**src/rtl/mc_pkg.sv**
```systemverilog
// Shared encodings for the multi-cycle MIPS control unit.
package mc_pkg;

    // Controller states
    typedef enum logic [3:0] {
        S_FETCH    = 4'd0,
        S_DECODE   = 4'd1,
        S_MEMADR   = 4'd2,
        S_MEMRD    = 4'd3,
        S_MEMWB    = 4'd4,
        S_MEMWR    = 4'd5,
        S_RTYPE_EX = 4'd6,
        S_RTYPE_WB = 4'd7,
        S_BEQ_EX   = 4'd8,
        S_IMM_EX   = 4'd9,
        S_IMM_WB   = 4'd10,
        S_JUMP     = 4'd11
    } state_t;

    localparam int unsigned OP_W    = 6;
    localparam int unsigned FN_W    = 6;
    localparam int unsigned ALUC_W  = 3;
    localparam int unsigned SRCB_W  = 2;
    localparam int unsigned PCSRC_W = 2;

    // Opcodes
    localparam logic [OP_W-1:0] OP_RTYPE = 6'b000000;
    localparam logic [OP_W-1:0] OP_J     = 6'b000010;
    localparam logic [OP_W-1:0] OP_BEQ   = 6'b000100;
    localparam logic [OP_W-1:0] OP_ADDI  = 6'b001000;
    localparam logic [OP_W-1:0] OP_ANDI  = 6'b001100;
    localparam logic [OP_W-1:0] OP_ORI   = 6'b001101;
    localparam logic [OP_W-1:0] OP_LW    = 6'b100011;
    localparam logic [OP_W-1:0] OP_SW    = 6'b101011;

    // R-type funct codes
    localparam logic [FN_W-1:0] FN_ADD = 6'b100000;
    localparam logic [FN_W-1:0] FN_SUB = 6'b100010;
    localparam logic [FN_W-1:0] FN_AND = 6'b100100;
    localparam logic [FN_W-1:0] FN_OR  = 6'b100101;
    localparam logic [FN_W-1:0] FN_SLT = 6'b101010;

    // ALU control encodings
    localparam logic [ALUC_W-1:0] ALU_AND = 3'b000;
    localparam logic [ALUC_W-1:0] ALU_OR  = 3'b001;
    localparam logic [ALUC_W-1:0] ALU_ADD = 3'b010;
    localparam logic [ALUC_W-1:0] ALU_SUB = 3'b110;
    localparam logic [ALUC_W-1:0] ALU_SLT = 3'b111;

    // ALU source B select
    localparam logic [SRCB_W-1:0] SRCB_B      = 2'b00;
    localparam logic [SRCB_W-1:0] SRCB_FOUR   = 2'b01;
    localparam logic [SRCB_W-1:0] SRCB_IMM    = 2'b10;
    localparam logic [SRCB_W-1:0] SRCB_IMM_SH = 2'b11;

    // PC source select
    localparam logic [PCSRC_W-1:0] PCSRC_ALU    = 2'b00;
    localparam logic [PCSRC_W-1:0] PCSRC_ALUOUT = 2'b01;
    localparam logic [PCSRC_W-1:0] PCSRC_JUMP   = 2'b10;

    // Datapath control bundle produced each cycle by the FSM
    typedef struct packed {
        logic                pc_write;
        logic                branch;
        logic                iord;
        logic                mem_read;
        logic                mem_write;
        logic                ir_write;
        logic                reg_dst;
        logic                mem_to_reg;
        logic                reg_write;
        logic                alu_src_a;
        logic [SRCB_W-1:0]   alu_src_b;
        logic [ALUC_W-1:0]   alu_control;
        logic [PCSRC_W-1:0]  pc_src;
        logic                ext_zero;
        logic                illegal_op;
    } ctrl_t;

    // Dispatch target out of DECODE; unknown opcodes return to FETCH
    function automatic state_t decode_target(input logic [OP_W-1:0] op);
        state_t s;
        case (op)
            OP_LW, OP_SW:             s = S_MEMADR;
            OP_RTYPE:                 s = S_RTYPE_EX;
            OP_BEQ:                   s = S_BEQ_EX;
            OP_ADDI, OP_ANDI, OP_ORI: s = S_IMM_EX;
            OP_J:                     s = S_JUMP;
            default:                  s = S_FETCH;
        endcase
        return s;
    endfunction

    // True for every opcode the controller implements
    function automatic logic op_is_legal(input logic [OP_W-1:0] op);
        logic ok;
        case (op)
            OP_LW, OP_SW, OP_RTYPE, OP_BEQ,
            OP_ADDI, OP_ANDI, OP_ORI, OP_J: ok = 1'b1;
            default:                        ok = 1'b0;
        endcase
        return ok;
    endfunction

endpackage

```
**src/rtl/alu_decoder.sv**
```systemverilog
// Maps the R-type funct field onto an ALU operation and flags unknown functs.
module alu_decoder
    import mc_pkg::*;
(
    input  logic [FN_W-1:0]   i_funct,
    output logic [ALUC_W-1:0] o_alu_ctrl_c,
    output logic              o_illegal_c
);

    // Funct lookup; unknown functs fall back to add so the ALU input stays defined
    always_comb begin
        o_alu_ctrl_c = ALU_ADD;
        o_illegal_c  = 1'b0;
        case (i_funct)
            FN_ADD:  o_alu_ctrl_c = ALU_ADD;
            FN_SUB:  o_alu_ctrl_c = ALU_SUB;
            FN_AND:  o_alu_ctrl_c = ALU_AND;
            FN_OR:   o_alu_ctrl_c = ALU_OR;
            FN_SLT:  o_alu_ctrl_c = ALU_SLT;
            default: o_illegal_c  = 1'b1;
        endcase
    end

endmodule

```
**src/rtl/multicycle_control.sv**
```systemverilog
// Moore control FSM for the multi-cycle MIPS datapath with memory-ready gating.
module multicycle_control
    import mc_pkg::*;
(
    input  logic               clk,
    input  logic               rst,
    input  logic [OP_W-1:0]    opcode,
    input  logic [FN_W-1:0]    funct,
    input  logic               zero,
    input  logic               mem_ready,
    output logic               pc_en,
    output logic               iord,
    output logic               mem_read,
    output logic               mem_write,
    output logic               ir_write,
    output logic               reg_dst,
    output logic               mem_to_reg,
    output logic               reg_write,
    output logic               alu_src_a,
    output logic [SRCB_W-1:0]  alu_src_b,
    output logic [ALUC_W-1:0]  alu_control,
    output logic [PCSRC_W-1:0] pc_src,
    output logic               ext_zero,
    output logic               illegal_op
);

    state_t            r_state;
    state_t            w_next;
    logic [OP_W-1:0]   r_opcode;
    ctrl_t             w_ctrl;
    logic [ALUC_W-1:0] w_fn_alu;
    logic              w_fn_illegal;

    alu_decoder u_alu_decoder (
        .i_funct      (funct),
        .o_alu_ctrl_c (w_fn_alu),
        .o_illegal_c  (w_fn_illegal)
    );

    // State register
    always_ff @(posedge clk) begin
        if (rst) begin
            r_state <= S_FETCH;
        end else begin
            r_state <= w_next;
        end
    end

    // Opcode captured in DECODE so later states ignore IR changes
    always_ff @(posedge clk) begin
        if (rst) begin
            r_opcode <= '0;
        end else if (r_state == S_DECODE) begin
            r_opcode <= opcode;
        end
    end

    // Next-state and per-state control decode
    always_comb begin
        w_next = r_state;
        w_ctrl = '0;
        case (r_state)
            S_FETCH: begin
                w_ctrl.mem_read    = 1'b1;
                w_ctrl.iord        = 1'b0;
                w_ctrl.alu_src_a   = 1'b0;
                w_ctrl.alu_src_b   = SRCB_FOUR;
                w_ctrl.alu_control = ALU_ADD;
                w_ctrl.pc_src      = PCSRC_ALU;
                w_ctrl.ir_write    = mem_ready;
                w_ctrl.pc_write    = mem_ready;
                w_next             = mem_ready ? S_DECODE : S_FETCH;
            end
            S_DECODE: begin
                w_ctrl.alu_src_a   = 1'b0;
                w_ctrl.alu_src_b   = SRCB_IMM_SH;
                w_ctrl.alu_control = ALU_ADD;
                w_ctrl.illegal_op  = ~op_is_legal(opcode);
                w_next             = decode_target(opcode);
            end
            S_MEMADR: begin
                w_ctrl.alu_src_a   = 1'b1;
                w_ctrl.alu_src_b   = SRCB_IMM;
                w_ctrl.alu_control = ALU_ADD;
                w_ctrl.ext_zero    = 1'b0;
                w_next             = (r_opcode == OP_SW) ? S_MEMWR : S_MEMRD;
            end
            S_MEMRD: begin
                w_ctrl.iord     = 1'b1;
                w_ctrl.mem_read = 1'b1;
                w_next          = mem_ready ? S_MEMWB : S_MEMRD;
            end
            S_MEMWB: begin
                w_ctrl.reg_dst    = 1'b0;
                w_ctrl.mem_to_reg = 1'b1;
                w_ctrl.reg_write  = 1'b1;
                w_next            = S_FETCH;
            end
            S_MEMWR: begin
                w_ctrl.iord      = 1'b1;
                w_ctrl.mem_write = 1'b1;
                w_next           = mem_ready ? S_FETCH : S_MEMWR;
            end
            S_RTYPE_EX: begin
                w_ctrl.alu_src_a   = 1'b1;
                w_ctrl.alu_src_b   = SRCB_B;
                w_ctrl.alu_control = w_fn_alu;
                w_ctrl.illegal_op  = w_fn_illegal;
                w_next             = w_fn_illegal ? S_FETCH : S_RTYPE_WB;
            end
            S_RTYPE_WB: begin
                w_ctrl.reg_dst    = 1'b1;
                w_ctrl.mem_to_reg = 1'b0;
                w_ctrl.reg_write  = 1'b1;
                w_next            = S_FETCH;
            end
            S_BEQ_EX: begin
                w_ctrl.alu_src_a   = 1'b1;
                w_ctrl.alu_src_b   = SRCB_B;
                w_ctrl.alu_control = ALU_SUB;
                w_ctrl.branch      = 1'b1;
                w_ctrl.pc_src      = PCSRC_ALUOUT;
                w_next             = S_FETCH;
            end
            S_IMM_EX: begin
                w_ctrl.alu_src_a = 1'b1;
                w_ctrl.alu_src_b = SRCB_IMM;
                case (r_opcode)
                    OP_ANDI: begin
                        w_ctrl.alu_control = ALU_AND;
                        w_ctrl.ext_zero    = 1'b1;
                    end
                    OP_ORI: begin
                        w_ctrl.alu_control = ALU_OR;
                        w_ctrl.ext_zero    = 1'b1;
                    end
                    default: begin
                        w_ctrl.alu_control = ALU_ADD;
                        w_ctrl.ext_zero    = 1'b0;
                    end
                endcase
                w_next = S_IMM_WB;
            end
            S_IMM_WB: begin
                w_ctrl.reg_dst    = 1'b0;
                w_ctrl.mem_to_reg = 1'b0;
                w_ctrl.reg_write  = 1'b1;
                // Extender mode stays put while the result is written back
                w_ctrl.ext_zero   = (r_opcode == OP_ANDI) || (r_opcode == OP_ORI);
                w_next            = S_FETCH;
            end
            S_JUMP: begin
                w_ctrl.pc_src   = PCSRC_JUMP;
                w_ctrl.pc_write = 1'b1;
                w_next          = S_FETCH;
            end
            default: begin
                w_next = S_FETCH;
            end
        endcase
    end

    // Control bundle to ports; branch qualifies the PC enable with the ALU zero flag
    always_comb begin
        pc_en       = w_ctrl.pc_write | (w_ctrl.branch & zero);
        iord        = w_ctrl.iord;
        mem_read    = w_ctrl.mem_read;
        mem_write   = w_ctrl.mem_write;
        ir_write    = w_ctrl.ir_write;
        reg_dst     = w_ctrl.reg_dst;
        mem_to_reg  = w_ctrl.mem_to_reg;
        reg_write   = w_ctrl.reg_write;
        alu_src_a   = w_ctrl.alu_src_a;
        alu_src_b   = w_ctrl.alu_src_b;
        alu_control = w_ctrl.alu_control;
        pc_src      = w_ctrl.pc_src;
        ext_zero    = w_ctrl.ext_zero;
        illegal_op  = w_ctrl.illegal_op;
    end

endmodule

```
**config.mk**
```make
export PLATFORM = sky130hd
export DESIGN_NAME = multicycle_control
export DESIGN_NICKNAME = d
export VERILOG_FILES = /design/src/rtl/mc_pkg.sv /design/src/rtl/alu_decoder.sv /design/src/rtl/multicycle_control.sv
export SDC_FILE = /design/constraint.sdc
export NUM_CORES = 1
export LEC_CHECK = 0
export ABC_AREA = 1
export CAP_MARGIN = 10
export CORE_MARGIN = 3
export CORE_UTILIZATION = 39
export DETAILED_ROUTE_END_ITERATION = 12
export GPL_TIMING_DRIVEN = 1
export PLACE_DENSITY = 0.75
export RECOVER_POWER = 100
export REMOVE_ABC_BUFFERS = 1
export SYNTH_ARGS = -nofsm -noshare
export SYNTH_HDL_FRONTEND = slang
export SYNTH_SLANG_ARGS = --single-unit
export TNS_END_PERCENT = 1
```
**constraint.sdc**
```tcl
create_clock -name clk -period 1.8 [get_ports clk]
set_input_delay 0.45 -clock clk [delete_from_list [all_inputs] [get_ports clk]]
set_output_delay 0.45 -clock clk [all_outputs]
set_load 0.03 [all_outputs]
```
# ---- Yosys cells after proc, flatten, opt, wreduce, memory -nomap -nowiden
# Index checks and enable logic that the tools add are counted.
dict set report totals {
  out_inout_bits 18
  wordCells 65
  regBits 10
}
dict set report op_classes {
  bitwise_logic 3
  mux 24
  n_reduce_logical 10
  n_eq_ne 26
}
# operator count
set op_table {}
lappend op_table {{6-bit equality test (second input constant)} 8}
lappend op_table {{6-bit case mux with 6 select lines} 1}
lappend op_table {{6-bit by 4-bit equality test with 1-bit output (second input constant)} 5}
lappend op_table {{4-bit case mux with 7 select lines} 1}
lappend op_table {{4-bit case mux with 5 select lines} 1}
lappend op_table {{4-bit by 3-bit equality test with 1-bit output (second input constant)} 4}
lappend op_table {{4-bit equality test (second input constant)} 4}
lappend op_table {{3-bit two-way mux} 4}
lappend op_table {{3-bit case mux with 4 select lines} 1}
lappend op_table {{1-bit two-way mux} 10}
lappend op_table {{3-bit case mux with 3 select lines} 1}
lappend op_table {{4-bit by 2-bit equality test with 1-bit output (second input constant)} 2}
lappend op_table {{2-bit case mux with 2 select lines} 2}
lappend op_table {{2-bit OR reduction} 4}
lappend op_table {{8-bit OR reduction} 1}
lappend op_table {{6-bit by 2-bit equality test with 1-bit output (second input constant)} 1}
lappend op_table {{6-bit by 3-bit equality test with 1-bit output (second input constant)} 1}
lappend op_table {{6-bit zero test} 1}
lappend op_table {{1-bit case mux with 2 select lines} 3}
lappend op_table {{5-bit OR reduction} 1}
lappend op_table {{4-bit by 1-bit equality test with 1-bit output (second input constant)} 1}
lappend op_table {{4-bit zero test} 1}
lappend op_table {{3-bit OR reduction} 1}
lappend op_table {{1-bit bitwise AND} 1}
lappend op_table {{other kinds (3)} 3}

# ---- Longest topological paths before layout
# Gate-level depths: netlist of the first run.
dict set report depth {
  depth_word 6
  depth_mapped 9
  ltp_nobuf 9
}

# ---- Modules after synthesis
# From an unflattened synthesis of the first run, not the netlist that was laid out.
dict set report hier_totals {
  hier_cells 164
  hier_area_um2 884.6
}
# module area_per_inst_um2 cells_each n_inst seq_area_each_um2
set by_module_without_submodules {}
lappend by_module_without_submodules {multicycle_control 775.7 140 1 200.2}
lappend by_module_without_submodules {alu_decoder 108.9 24 1 0.0}

# ---- Least setup slack after synthesis of the first run
# No wires, ideal clock.
dict set report synth_timing {
  path_kind {register to output}
  from {reg r_state[1]}
  to {out illegal_op}
  required_ns 1.350
  arrival_time_ns 1.486
  slack_ns -0.136
  path_buffers 0
  path_stages_with_launch 7
  path_cell_list {dfxtp_1 > inv_1 > nor2_1 > inv_1 > nor2_4 > inv_1 > o21ai_0}
}
dict set report synth_via {
  elab_chain_cells 2
}
# item line_no
set synth_rtl {}
lappend synth_rtl {{start: declaration} multicycle_control.sv:27} ;# state_t r_state;
lappend synth_rtl {{start signal: assignment} multicycle_control.sv:45} ;# r_state <= w_next;
lappend synth_rtl {{4-bit by 3-bit equality test with 1-bit output or 4-bit by 1-bit equality test with 1-bit output (tied branches)} multicycle_control.sv:62} ;# case (r_state)
lappend synth_rtl {{1-bit case mux with 2 select lines (*)} multicycle_control.sv:62}
lappend synth_rtl {{end: declaration} multicycle_control.sv:24} ;# output logic illegal_op
# Every way passes the cells marked *; elsewhere a longest branch is shown, timed or not.

# ---- Worst setup path in the final report of the first run
dict set report layout_timing {
  from {reg r_state[2]}
  to {out pc_en}
}
dict set report layout_via {
  elab_chain_cells 4
}
# item line_no
set layout_rtl {}
lappend layout_rtl {{4-bit equality test} multicycle_control.sv:62}
lappend layout_rtl {{1-bit two-way mux} multicycle_control.sv:62}
lappend layout_rtl {{1-bit bitwise AND} multicycle_control.sv:165} ;# pc_en = w_ctrl.pc_write | (w_ctrl.branch & zero);
lappend layout_rtl {{1-bit bitwise OR (*)} multicycle_control.sv:165}
lappend layout_rtl {{end: declaration} multicycle_control.sv:11} ;# output logic pc_en,
# Marked as above.

==> results of run 1 <==
## how the worst min path moves through the flow
stage / start / cells past startpoint / slack [ps] / end
6_report: r_opcode[2] / 2 / 480 / r_opcode[2]
5_1_grt: r_opcode[2] / 2 / 520 / r_opcode[2]
4_1_cts: r_opcode[2] / 2 / 470 / r_opcode[2]
3_5_place_dp: r_opcode[2] / 2 / 460 / r_opcode[2]
3_3_place_gp: r_opcode[5] / 2 / 460 / r_opcode[5]
2_1_floorplan: r_opcode[2] / 2 / 440 / r_opcode[2]
## critical path, delay by kind of cell, from the launching register on
family | cells | cell delay, ps
compound gates | 1 | 260
buf+inv | 6 | 480
simple gates | 2 | 140
flops | 1 | 380
## power breakdown
part / leakage [nW] / switching (W) / internal (W)
registers: 0.0843 / 0.0000117 / 0.000234
clock network: 0.0210 / 0.0000734 / 0.000122
logic: 0.723 / 0.000117 / 0.000101
## logic make-up after synthesis
kind of cell           count (synthesis)  share of synthesized area
AO/OA/AOI/OAI                         22                      0.148
AND/OR/NAND/NOR                       83                      0.454
flip-flops                            10                      0.252
buffers and inverters                 30                      0.146
## stage by stage
step	hold slack, ps	std cells	total power [W]
after floorplan	444	144	0.000341
after global placement	460	239	0.000454
after detailed placement	463	239	0.000460
after CTS	474	244	0.000660
after global routing	523	246	0.000699
final	479	246	0.000660
## synth_stat cells
cell type  count
buf_4          1
nor3_1         1
o21ai_0       11
nand3_1       11
nor2_1        29
dfxtp_1       10
nor2_4         2
a21oi_1        9
nand4_1        6
nand2_1       33
or3b_1         1
inv_1         29
o221ai_1       1
a211o_1        1
## layer usage
metal | routed length (um) | GRT usage | share of wire
met1 | 1260 | 0.283 | 0.41
met2 | 1620 | 0.498 | 0.53
met3 | 178 | 0.0321 | 0.058
met4 | 6 | 0.0404 | 0.0020
met5 | 0 | 0 | 0
## flip-flops by register name, summed over array words and instances, names as in the netlist
signal    count
r_state       4
r_opcode      6
## timing repair
item                       4_1_cts  5_1_grt
setup endpoints to repair       13       15
resized for setup               67       10
setup buffers                    1        2
pin swaps                       13        4
## area by class of cell
class / instances / area, um^2 / share of cell area
flip-flops and latches: 10 / 210 / 0.135
clock buffers: 4 / 36.3 / 0.0233
inverters: 29 / 111 / 0.0717
repair buffers: 73 / 609 / 0.392
multi-input cells: 105 / 556 / 0.357
well taps: 25 / 31.3 / 0.0201
==> results.sh, run 1 <==
export IMPL_outcome="finished with violations"
export IMPL_violations="negative setup slack"
export IMPL_cts_inserted_buffers=3
export IMPL_n_antenna_cell=0
export IMPL_worst_pin_slew_ps=192
export IMPL_cp_max_fo=4
export IMPL_num_fill_cells=122
export IMPL_finalWirelength_mm=3.07
export IMPL_synthesis_area_um2=796
export IMPL_crit_required_ps=1350
export IMPL_root_buffer="clkbuf_4"
export IMPL_grt_pass1_vias=1200
export IMPL_die_area_um2=2620
export IMPL_yosys_area_top_type="dfxtp_1"
export IMPL_crit_path_end="pc_en"
export IMPL_syn_to_final_growth_pct=95.3
export IMPL_antenna_found_initial=0
export IMPL_crit_arrival_ps=1510
export IMPL_drt_initial_drc_count=19
export IMPL_yosys_top_cells_area="dfxtp_1 (25%), nand2_1 (16%), inv_1 (14%), nor2_1 (14%), nand3_1 (6.9%)"
export IMPL_drc=0
export IMPL_reg2reg_to="r_state[2]"
export IMPL_fp_dieH_um=51.2
export IMPL_layout_common_cells="buf_4 (48), nand2_1 (29), inv_1 (19)"
export IMPL_grt_ovfl_total=0
export IMPL_setup_ws_ps=-157
export IMPL_ys_seq_elements=10
export IMPL_place_worst_setup_slack_ps=-735
export IMPL_fin_setup_tns_ps=-933
export IMPL_period_share=1.09
export IMPL_cts_buffer_depth=2
export IMPL_slew_headroom=0.871
export IMPL_dr_pass1_iters=4
export IMPL_die_w_um=51.2
export IMPL_slowest_stage="dfxtp_4"
export IMPL_yosys_area_top_type_share=0.252
export IMPL_reg2reg_slack_ps=530
export IMPL_path_cells="inv_2 -> nand2_2 -> inv_2 -> nand2_2 -> inv_2 -> buf_6 -> buf_6 -> a211o_1 -> buf_6"
export IMPL_fin_nets=238
export IMPL_yosysWarnings=0
export IMPL_startpoint="r_state[2]"
export IMPL_timing_rr_start="r_state[1]"
export IMPL_ys_seq_area_frac=0.252
export IMPL_setup_viol=11
export IMPL_rsz0062_at_grt="yes"
export IMPL_cts_sink_count=10
export IMPL_power_density_nw_per_um2=425
export IMPL_final_common_cell="buf_4"
export IMPL_h_tree_depth=1
export IMPL_syn_area_per_cell_um2=5.49
export IMPL_wire_per_inst_um=12.5
export IMPL_worst_setup_path_type="reg -> out"
export IMPL_io_pins=34
export IMPL_grt_max_degree=13
export IMPL_gp_congestion=0.893
export IMPL_cap_violations=0
export IMPL_vias=1233
export IMPL_skew_ps=7.84
export IMPL_slew_violations=0
export IMPL_clk_pin_slew_ps=70
export IMPL_crit_path_end_kind="output port"
export IMPL_startpoint_type="flip-flop"
export IMPL_core_area_um2=1820
export IMPL_cts_tree="built"
export IMPL_via_per_inst=5.01
export IMPL_utilization=0.854
export IMPL_p_leak_nw=0.829
export IMPL_place_hpwl_mm=2.32
export IMPL_max_vdd_ir_drop_mv=0.553
export IMPL_clock_latency_ps=260
export IMPL_drive_gt1_frac=0.434
export IMPL_num_rows=15
export IMPL_netlist_instances=145
export IMPL_r2r_cells=8
export IMPL_io_buffers=33
export IMPL_hold_class="reg -> reg"
export IMPL_final_cell_area_um2=1550
export IMPL_postCtsHoldBufs=0
export IMPL_initial_core_util=0.437
export IMPL_worst_path_largest_cell_delay_ps=380
export IMPL_grt_pass1_wl_mm=5.14
export IMPL_max_freq_mhz=511
export IMPL_final_hold_violation_count=0
export IMPL_yosysUniqueCellTypes=14
export IMPL_track_usage=0.251
export IMPL_antenna_left=0
export IMPL_period_minus_slack_ps=1960
export IMPL_place_area_um2=1390
Note: power is estimated with default switching activity, not from simulation.
==> run 2, diff against run 1 <==
clock period = 2.4 ns   (was 1.8 ns; I/O delays follow)
==> run 2 against run 1 <==
Effect of this change: the run still ends with negative setup slack left; final area fell by 18%; clock-buffer cell count is the same; critical path depth down 4; core utilization decreased by 15 points; combinational power down 36%; sequential cell count did not move; largest power group unchanged.
==> results.sh, run 2 (same netlist as run 1, synthesis figures left out) <==
export IMPL_rsz0062_at_grt="yes"
export IMPL_crit_required_ps=1800
export IMPL_antenna_found_initial=0
export IMPL_num_fill_cells=163
export IMPL_grt_max_degree=13
export IMPL_slew_headroom=0.750
export IMPL_period_minus_slack_ps=2410
export IMPL_final_hold_violation_count=0
export IMPL_postCtsHoldBufs=0
export IMPL_fin_nets=210
export IMPL_num_rows=15
export IMPL_skew_ps=4.40
export IMPL_cts_tree="built"
export IMPL_regArea_um2=200
export IMPL_worst_pin_slew_ps=376
export IMPL_via_per_inst=5.09
export IMPL_hold_slack_ps=489
export IMPL_max_freq_mhz=415
export IMPL_fin_setup_tns_ps=-10.9
export IMPL_final_common_cell="nand2_1"
export IMPL_drive_gt1_frac=0.171
export IMPL_max_vdd_ir_drop_mv=0.287
export IMPL_multi_input_area_um2=510
export IMPL_largest_register_ffs=6
export IMPL_track_usage=0.195
export IMPL_violations="negative setup slack"
export IMPL_p_leak_nw=0.716
export IMPL_dr_pass1_iters=4
export IMPL_root_buffer="clkbuf_4"
export IMPL_grt_ovfl_total=0
export IMPL_layout_common_cells="nand2_1 (33), inv_1 (28), nor2_1 (24)"
export IMPL_initial_core_util=0.437
export IMPL_power_density_nw_per_um2=368
export IMPL_fp_dieH_um=51.2
export IMPL_setup_viol=2
export IMPL_clk_pin_slew_ps=60
export IMPL_grt_pass1_wl_mm=4.02
export IMPL_cts_inserted_buffers=3
export IMPL_setup_ws_ps=-7.27
export IMPL_core_area_um2=1820
export IMPL_period_share=1.00
export IMPL_drc=0
export IMPL_drt_initial_drc_count=38
export IMPL_gp_congestion=0.860
export IMPL_antenna_left=0
export IMPL_regMostFlops="r_opcode"
export IMPL_io_buffers=33
export IMPL_vias=1109
export IMPL_cp_max_fo=2
export IMPL_reg2reg_slack_ps=1040
export IMPL_syn_to_final_growth_pct=61.0
export IMPL_reg_top3="r_opcode x6, r_state x4"
export IMPL_worst_setup_path_type="in -> out"
export IMPL_startpoint_type="input pin"
export IMPL_cts_sink_count=10
export IMPL_slew_violations=0
export IMPL_crit_path_end_kind="output port"
export IMPL_io_pins=34
export IMPL_place_worst_setup_slack_ps=-479
export IMPL_outcome="finished with violations"
export IMPL_place_hpwl_mm=2.07
export IMPL_n_antenna_cell=0
export IMPL_cap_violations=0
export IMPL_hold_class="reg -> reg"
export IMPL_clock_latency_ps=260
export IMPL_crit_arrival_ps=1810
export IMPL_h_tree_depth=1
export IMPL_die_w_um=51.2
export IMPL_cts_buffer_depth=2
export IMPL_grt_pass1_vias=983
export IMPL_die_area_um2=2620
export IMPL_wire_per_inst_um=12.0
export IMPL_finalWirelength_mm=2.62
## run 2: per-layer routing
| metal | wire, um | global-route usage | vias up |
|---|---|---|---|
| met5 | 0 | 0 | - |
| li1 | - | - | 559 |
| met4 | 6 | 0.0538 | 0 |
| met2 | 1340 | 0.356 | 35 |
| met3 | 198 | 0.0350 | 2 |
| met1 | 1080 | 0.229 | 513 |
## run 2: worst max-delay path, stage by stage
cell and delay [ps]:
clkdlybuf4s50_1 430, nor2_1 220, nand3_2 120, o221ai_1 230
buf_4 200
## run 2: layout make-up
class / instances / share of cell area
clock buffer: 4 / 0.0283
inverter: 29 / 0.0850
multi-input combinational: 105 / 0.398
sequential: 10 / 0.156
tap: 25 / 0.0244
timing repair buffer: 45 / 0.308
## run 2: timing repair
item                       CTS  global route
setup endpoints to repair    9             6
setup buffers                0             1
pin swaps                    0             4
resized for setup           12            21
## run 2: final timing paths
kind,to,cells after the start,start
worst max-delay path,alu_control[0],5,funct[3]
worst min-delay path,r_opcode[5],2,r_opcode[5]
worst max register to register,r_state[2],8,r_state[1]
worst min register to register,r_opcode[5],2,r_opcode[5]
## run 2: through the flow
| stage | area, um^2 | power [W] | util | std cells |
|---|---|---|---|---|
| final | 1280 | 0.000471 | 0.704 | 218 |
| after global routing | 1280 | 0.000497 | 0.704 | 218 |
| after CTS | 1260 | 0.000475 | 0.691 | 217 |
| after detailed placement | 1220 | 0.000327 | 0.670 | 213 |
| after global placement | 1220 | 0.000324 | 0.670 | 213 |
| after floorplan | 788 | 0.000256 | - | 144 |
## run 2: where the power goes
group	switching (W)	internal (W)	total [W]
Combinational	0.0000802	0.0000583	0.000139
Clock	0.0000565	0.0000920	0.000149
Sequential	0.00000766	0.000176	0.000184
==> run 3, diff against run 2 <==
CORE_UTILIZATION = 37   (was 39)
PLACE_DENSITY = 0.74   (was 0.75)
clock period = 2.14 ns   (was 2.4 ns; I/O delays follow)
==> run 3 against run 2 <==
Effect of this change: critical path depth rose by 1; hold slack got worse by 7.3 ps; wire length rose by 1.4%; global-route usage fell by 0.20 points; clock-buffer cell count did not move; worst setup slack improved by 84 ps; largest cell class unchanged; sequential share of layout area fell by 1.4 points; critical endpoint is now reg_write; non-clock buffer count rose by 12; the run now ends clean; clock skew rose by 6.9 ps; sequential power rose by 13%.
==> results.sh, run 3 (same netlist as run 1, synthesis figures left out) <==
export IMPL_outcome="complete, no violations"
export IMPL_regMostFlops="r_opcode"
export IMPL_track_usage=0.193
export IMPL_antenna_left=0
export IMPL_rsz0062_at_grt="yes"
export IMPL_reg_top3="r_opcode x6, r_state x4"
export IMPL_hold_class="reg -> reg"
export IMPL_crit_required_ps=1600
export IMPL_gp_congestion=0.923
export IMPL_place_hpwl_mm=2.17
export IMPL_io_buffers=33
export IMPL_fp_dieH_um=52.4
export IMPL_dr_pass1_iters=4
export IMPL_grt_pass1_vias=1016
export IMPL_vias=1145
export IMPL_max_vdd_ir_drop_mv=0.722
export IMPL_largest_register_ffs=6
export IMPL_clock_latency_ps=270
export IMPL_antenna_found_initial=0
export IMPL_worstHoldPathCells=2
export IMPL_n_antenna_cell=0
export IMPL_instances_no_fill=232
export IMPL_num_rows=16
export IMPL_p_leak_nw=0.854
export IMPL_grt_ovfl_total=0
export IMPL_startpoint_type="flip-flop"
export IMPL_period_share=0.964
export IMPL_slew_violations=0
export IMPL_worst_path_largest_cell_delay_ps=360
export IMPL_r2r_cells=8
export IMPL_dp_cells=225
export IMPL_finalWirelength_mm=2.66
export IMPL_layout_common_cells="nand2_1 (31), buf_4 (31), inv_1 (24)"
export IMPL_wire_per_inst_um=11.5
export IMPL_cts_buffer_depth=2
export IMPL_grt_max_degree=13
export IMPL_root_buffer="clkbuf_4"
export IMPL_cts_inserted_buffers=3
export IMPL_final_hold_violation_count=0
export IMPL_via_per_inst=4.94
export IMPL_power_density_nw_per_um2=381
export IMPL_path_cells="inv_1 -> nand2_1 -> inv_1 -> nand2_1 -> or3b_1 -> clkdlybuf4s15_2"
export IMPL_setup_viol=0
export IMPL_grt_pass1_wl_mm=4.06
export IMPL_place_area_um2=1290
export IMPL_hold_slack_ps=482
export IMPL_cts_tree="built"
export IMPL_drive_gt1_frac=0.312
export IMPL_die_w_um=52.4
export IMPL_worst_pin_slew_ps=308
export IMPL_cp_max_fo=4
export IMPL_skew_ps=11.3
export IMPL_die_area_um2=2740
export IMPL_h_tree_depth=1
export IMPL_core_area_um2=2000
export IMPL_postCtsHoldBufs=0
export IMPL_crit_arrival_ps=1530
export IMPL_drt_initial_drc_count=21
export IMPL_initial_core_util=0.397
export IMPL_io_pins=34
export IMPL_reg2reg_slack_ps=820
export IMPL_crit_path_end_kind="output port"
export IMPL_slowest_stage="dfxtp_2"
export IMPL_syn_to_final_growth_pct=80.0
export IMPL_fin_nets=222
export IMPL_cts_sink_count=10
export IMPL_period_minus_slack_ps=2060
export IMPL_final_cell_area_um2=1430
export IMPL_clk_pin_slew_ps=70
export IMPL_max_freq_mhz=485
export IMPL_slew_headroom=0.795
export IMPL_worst_setup_path_type="reg -> out"
export IMPL_cap_violations=0
export IMPL_drc=0
-- run 3: cell count changes in the layout (fill, tap and decap cells not counted), sizes merged --
cell | previous run | this run
buf | 16 | 32
clkbuf | 8 | 6
clkdlybuf4s15 | 0 | 1
clkdlybuf4s50 | 11 | 2
dlygate4sd2 | 5 | 7
dlygate4sd3 | 3 | 1
dlymetal6s2s | 6 | 12
-- run 3: per-layer routing --
metal / track usage / share of wire / vias to the layer above
met4: 0.0128 / 0.0071 / 0
met5: 0 / 0 / -
li1: - / - / 579
met2: 0.384 / 0.54 / 38
met1: 0.209 / 0.39 / 526
met3: 0.0456 / 0.055 / 2
-- run 3: final timing paths --
path,end,start
setup / recovery,reg_write,r_state[2]
hold / removal,r_opcode[2],r_opcode[2]
setup reg to reg,r_state[2],r_state[2]
hold reg to reg,r_opcode[2],r_opcode[2]
-- run 3: layout make-up --
type	instances	area [um^2]
Fill cell	185	569
Multi-Input combinational cell	105	541
Timing Repair Buffer	57	509
Sequential cell	10	204
Inverter	29	109
Clock buffer	4	36.3
Tap cell	27	33.8
-- run 3: stage by stage --
step | total power, W | TNS [ps] | worst slack, ps | util
2_1_floorplan | 0.000287 | 0 | 86.5 | -
3_3_place_gp | 0.000372 | -877 | -518 | 0.644
3_5_place_dp | 0.000376 | -1030 | -613 | 0.644
4_1_cts | 0.000540 | -393 | -194 | 0.663
5_1_grt | 0.000575 | -27.0 | -18.9 | 0.716
6_report | 0.000546 | 0 | 76.9 | 0.716
-- run 3: critical path, delay by kind of cell, from the launching register on --
family	cells	cell delay, ps
flops	1	360
simple gates	3	510
buf+inv	3	390
-- run 3: timing repair --
action                     CTS  global route
resized for setup           21            39
buffers inserted             0             3
pin swaps                    2             9
setup endpoints to repair   13            10
-- run 3: power breakdown --
part           switching [W]  leakage (nW)  internal, W
clock              0.0000638        0.0210     0.000103
combinational      0.0000940         0.750    0.0000771
sequential        0.00000945        0.0832     0.000198
total               0.000167         0.854     0.000378
